==> src/rtl/pipelined_adder.sv <==
// pipelined_adder: two's-complement adder/subtractor whose carry chain is split into STAGES
// registered segments, with valid/ready flow control and flush. Macro PIPELINED_ADDER_SAT_EN saturates on overflow.
module pipelined_adder #(
   parameter int WIDTH  = 32,
   parameter int STAGES = 4
) (
   input  logic             clk,
   input  logic             rst_n,
   input  logic             flush,
   input  logic             in_valid,
   output logic             in_ready,
   input  logic [WIDTH-1:0] a,
   input  logic [WIDTH-1:0] b,
   input  logic             c_in,
   input  logic             sub,
   output logic             out_valid,
   input  logic             out_ready,
   output logic [WIDTH-1:0] sum,
   output logic             c_out,
   output logic             ovf
);

   localparam int CHUNK = WIDTH / STAGES;
   localparam int SKEW  = (STAGES > 1) ? STAGES - 1 : 1;

   logic             w_advance;
   logic             w_accept;

   logic [WIDTH-1:0] w_aIn   [STAGES];
   logic [WIDTH-1:0] w_bIn   [STAGES];
   logic [WIDTH-1:0] w_sIn   [STAGES];
   logic             w_cIn   [STAGES];
   logic             w_vIn   [STAGES];

   logic [WIDTH-1:0] r_a     [SKEW];
   logic [WIDTH-1:0] r_b     [SKEW];
   logic [WIDTH-1:0] r_s     [SKEW];
   logic             r_carry [SKEW];
   logic             r_valid [SKEW];

   logic [WIDTH-1:0] r_sum;
   logic             r_cOut;
   logic             r_ovf;
   logic             r_outValid;

   // The whole pipeline moves in lockstep; a flush cycle never accepts a beat.
   assign w_advance = !r_outValid || out_ready;
   assign in_ready  = w_advance && !flush;
   assign w_accept  = in_valid && in_ready;

   assign w_aIn[0] = a;
   assign w_bIn[0] = sub ? ~b : b;
   assign w_cIn[0] = sub ? 1'b1 : c_in;
   assign w_sIn[0] = '0;
   assign w_vIn[0] = w_accept;

   assign out_valid = r_outValid;
   assign sum       = r_sum;
   assign c_out     = r_cOut;
   assign ovf       = r_ovf;

   for (genvar k = 0; k < STAGES; k++) begin : g_stage
      logic [CHUNK-1:0] w_chunk;
      logic             w_co;
      logic [WIDTH-1:0] w_sOut;

      assign {w_co, w_chunk} = {1'b0, w_aIn[k][k*CHUNK +: CHUNK]}
                             + {1'b0, w_bIn[k][k*CHUNK +: CHUNK]}
                             + {{CHUNK{1'b0}}, w_cIn[k]};

      always_comb begin
         w_sOut                     = w_sIn[k];
         w_sOut[k*CHUNK +: CHUNK]   = w_chunk;
      end

      if (k < STAGES - 1) begin : g_mid
         // Operands ride along (skewed) until their chunk is consumed; finished chunks ride along too.
         always_ff @(posedge clk or negedge rst_n) begin
            if (!rst_n) begin
               r_valid[k] <= 1'b0;
               r_a[k]     <= '0;
               r_b[k]     <= '0;
               r_s[k]     <= '0;
               r_carry[k] <= 1'b0;
            end else begin
               if (flush) begin
                  r_valid[k] <= 1'b0;
               end else if (w_advance) begin
                  r_valid[k] <= w_vIn[k];
               end
               if (w_advance) begin
                  r_a[k]     <= w_aIn[k];
                  r_b[k]     <= w_bIn[k];
                  r_s[k]     <= w_sOut;
                  r_carry[k] <= w_co;
               end
            end
         end

         assign w_aIn[k+1] = r_a[k];
         assign w_bIn[k+1] = r_b[k];
         assign w_sIn[k+1] = r_s[k];
         assign w_cIn[k+1] = r_carry[k];
         assign w_vIn[k+1] = r_valid[k];
      end else begin : g_last
         logic             w_msbCarryIn;
         logic             w_ovf;
         logic [WIDTH-1:0] w_result;

         // Carry into the MSB is recovered from the MSB sum bit and its two operand bits.
         assign w_msbCarryIn = w_aIn[k][WIDTH-1] ^ w_bIn[k][WIDTH-1] ^ w_sOut[WIDTH-1];
         assign w_ovf        = w_msbCarryIn ^ w_co;

`ifdef PIPELINED_ADDER_SAT_EN
         always_comb begin
            w_result = w_sOut;
            if (w_ovf) begin
               w_result = w_aIn[k][WIDTH-1] ? {1'b1, {(WIDTH-1){1'b0}}}
                                            : {1'b0, {(WIDTH-1){1'b1}}};
            end
         end
`else
         assign w_result = w_sOut;
`endif

         always_ff @(posedge clk or negedge rst_n) begin
            if (!rst_n) begin
               r_outValid <= 1'b0;
               r_sum      <= '0;
               r_cOut     <= 1'b0;
               r_ovf      <= 1'b0;
            end else begin
               if (flush) begin
                  r_outValid <= 1'b0;
               end else if (w_advance) begin
                  r_outValid <= w_vIn[k];
               end
               if (w_advance) begin
                  r_sum  <= w_result;
                  r_cOut <= w_co;
                  r_ovf  <= w_ovf;
               end
            end
         end
      end
   end

endmodule

==> config.mk <==
export PLATFORM = sky130hd
export DESIGN_NAME = pipelined_adder
export DESIGN_NICKNAME = d
export VERILOG_FILES = /design/src/rtl/pipelined_adder.sv
export SDC_FILE = /design/constraint.sdc
export NUM_CORES = 1
export LEC_CHECK = 0
export ABC_AREA = 1
export CORE_ASPECT_RATIO = 0.7
export CORE_MARGIN = 10
export CORE_UTILIZATION = 42
export DETAILED_ROUTE_END_ITERATION = 12
export PLACE_DENSITY_LB_ADDON = 0.08
export RECOVER_POWER = 100
export SETUP_SLACK_MARGIN = 0.1
export SLEW_MARGIN = 10
export SYNTH_ARGS = -nofsm -noshare
export SYNTH_HDL_FRONTEND = slang
export SYNTH_SLANG_ARGS = --single-unit
==> constraint.sdc <==
create_clock -name clk -period 3 [get_ports clk]
set_clock_uncertainty 0.2 [all_clocks]
set_input_delay 0.45 -clock clk [delete_from_list [all_inputs] [get_ports clk]]
set_output_delay 0.45 -clock clk [all_outputs]
set_load 0.01 [all_outputs]
==> flow_summary.yaml <==
die:
  initial_utilization: 0.428
  rows: 43
  fp.coreArea_um2: 19900
  die_h_um: 139
  dieArea_um2: 26400
  die_w_um: 190
  ios: 107
drt:
  drc_errors: 0
  num_vias: 6111
  wl_per_cell_um: 13.9
  drt_iter0_drc: 413
  drt_pass1_iterations: 5
  detail-route-antenna-nets: 0
  viasPerCell: 4.53
  drt-total-wl_um: 18800
outcome:
  status: "complete, no violations"
worst_setup_path:
  crit_required_ns: 2.35
  r2r-end: "ovf$_DFFE_PN0N_"
  crit_fanout: 3
  reg2regPathDepth: 10
  cp_cell_sequence: "dlygate4sd3_1 -> nor2_1 -> nor2_1 -> clkdlybuf4s50_1"
  worstPathArrival_ns: 1.96
  cp_slowest_cell: "dlygate4sd3_1"
  criticalPathCategory: "in2out"
  crit_path_end_kind: "output port"
  r2r-start: "r_a[24]$_DFFE_PN0N_"
  cp_slowest_stage_delay_ns: 0.53
  critPathLaunchType: "input port"
  rrSetupSlack_ns: 0.67
  cp_common_cell: "nor2_1"
logic_synthesis:
  synthTopCellsByArea: "dfrtp_1 55%, nand2_1 18%, o21ai_0 6.1%"
  synth.distinct_cells: 25
  synth_compound_area_frac: 0.0799
  yosys.area.top_type: "dfrtp_1"
  synthAdderAreaFrac: 0.0601
  synth_top_family_by_area: "simple AND/OR/NAND/NOR gates"
  ys_seq_elements: 185
  synth.top_cell.area_share: 0.545
  synth_area_um2: 8490
  avgSynthCellArea_um2: 8.76
  synth_warnings: 0
  muxShareOfSynthArea: 0
  syn_inst: 969
  synth_fp_nets: 1076
  synth-xor-area-share: 0.0402
  ys_seq_area_frac: 0.545
  synthSimpleGateAreaFrac: 0.216
sta:
  rsz0062_at_grt: "no"
  worst_pin_slew_ns: 1.14
  hold_viol: 0
  finalSetupViolations: 0
  slew_viol_final: 0
  layout_setup_ws_ns: 0.386
  setup_tns_ns: 0
  fmax_mhz: 383
  timing.final.crit_share: 0.871
  fin_crit_ns: 2.61
  relSlewSlack: 0.240
place:
  place_area_um2: 9820
  dp_hpwl_um: 13000
  dp_slack_ns: 0.361
  place_congestion: 0.787
  portBuffers: 106
global_route:
  grt_pass1_vias: 5972
  grt_max_degree: 221
  antenna_found_initial: 0
  grt.overflow.total: 0
  grt_pass1_wl_um: 31500
  grtUsageTotal: 0.146
clock_network:
  clkLatencyLatePin_ns: 0.43
  cts_tree: "yes"
  ctsHtreeMaxLevel: 4
  cts.sinks: 185
  numCtsBuffers: 17
  postCtsSetupRepairBufs: 0
  cts_buffer_depth: 2
  ctsRootBufferMaster: "clkbuf_16"
  path_clk_slew_ns: 0.07
power:
  max-vdd-ir-drop_mv: 0.369
  p_per_area_nw_per_um2: 672
  power_leakage_nw: 4.95
run:
  maxCapViolCount: 0
min_path:
  hold_depth: 2
  hp-class: "reg2reg"
  hp-start: "r_b[87]$_DFFE_PN0N_"
  hold_end: "r_b[55]$_DFFE_PN0N_"
final_layout:
  layout_common_cells: "400 x nand2_1, 185 x dfrtp_1, 108 x o21ai_0"
  layout_commonest_cell: "nand2_1"
  diodes: 0
  drive_gt1_frac: 0.0408
  postLayoutCellArea_um2: 10300
  layout.nets: 1172
  layout-area-overhead-vs-synth_pct: 21.5
==> worst max-delay path, delay by kind of cell <==
kind | cells | cell delay (ns)
buffers and inverters | 2 | 1.03
and+or+nand+nor | 2 | 0.48
==> flip-flops by register name, summed over array words and instances, names as in the netlist <==
| register | count |
|---|---|
| g_stage.g_last.w_result | 24 |
| out_valid | 1 |
| ovf | 1 |
| g_stage.w_sOut | 24 |
| r_valid | 3 |
| r_carry | 3 |
| r_b | 48 |
| r_a | 48 |
| c_out | 1 |
| sum | 32 |
==> cell families (layout without fill, tap and decap cells) <==
| group | count (synthesis) | after routing |
|---|---|---|
| compound gates | 132 | 132 |
| fa+ha+maj | 36 | 36 |
| simple gates | 466 | 466 |
| xor+xnor | 39 | 39 |
| buf+inv | 111 | 220 |
| flops | 185 | 185 |
==> worst max-delay path by stage <==
stage | end | slack, ns | from | cells after the start
after floorplan | r_carry[2]$_DFFE_PN0N_ | 0.52 | sub | 15
after detailed placement | g_stage[1].w_sOut[6]$_DFFE_PN0N_ | 0.36 | b[0] | 13
after global routing | sum[28]$_DFFE_PN0N_ | 0.32 | rst_n | 3
after global placement | g_stage[1].w_sOut[6]$_DFFE_PN0N_ | 0.37 | b[0] | 13
after CTS | in_ready | 0.57 | out_ready | 4
final | in_ready | 0.39 | out_ready | 4
==> routing by layer <==
metal | vias to the layer above | share of wire | global-route usage
met2 | 110 | 0.34 | 0.171
met5 | - | 0 | 0
li1 | 3241 | - | -
met3 | 16 | 0.047 | 0.0384
met4 | 0 | 0.010 | 0.0416
met1 | 2744 | 0.60 | 0.242
==> what timing repair did <==
item	4_1_cts	5_1_grt
hold endpoints to repair	71	0
gates resized for setup	0	0
hold buffers	1	0
==> area by class of cell <==
cell class | instances | area (µm²)
timing repair buffer | 120 | 1160
clock inverter | 14 | 134
sequential | 185 | 4630
tap | 270 | 338
clock buffer | 18 | 439
multi-input combinational | 673 | 3350
fill | 1892 | 9540
inverter | 68 | 258
==> metrics by stage <==
stage / hold slack (ns) / util / total power, mW / cells
floorplan: -0.0456 / - / 4.10 / 969
global placement: 0.254 / 0.495 / 4.88 / 1315
detailed placement: 0.252 / 0.495 / 4.90 / 1315
CTS: 0.269 / 0.524 / 7.11 / 1348
global route: 0.292 / 0.520 / 7.39 / 1348
finish: 0.269 / 0.520 / 6.93 / 1348
==> power breakdown <==
part | switching (mW) | total [mW] | leakage (nW) | internal, mW
sequential | 0.255 | 3.24 | 2.16 | 2.99
combinational | 0.814 | 1.51 | 2.52 | 0.692
clock | 1.06 | 2.18 | 0.272 | 1.12
total | 2.13 | 6.93 | 4.95 | 4.80
==> cells in the mapped netlist (all sizes together) <==
library cell  count
dfrtp           185
and2              1
o22ai             3
a21o              3
xor2             10
fa                8
nand3b            9
ha               28
xnor2            29
nand3            21
inv              68
clkbuf            9
a21oi            17
nand2           400
or2               5
buf              34
nor2             30
o21ai           109
No activity file was read; power rests on OpenSTA's default activity.
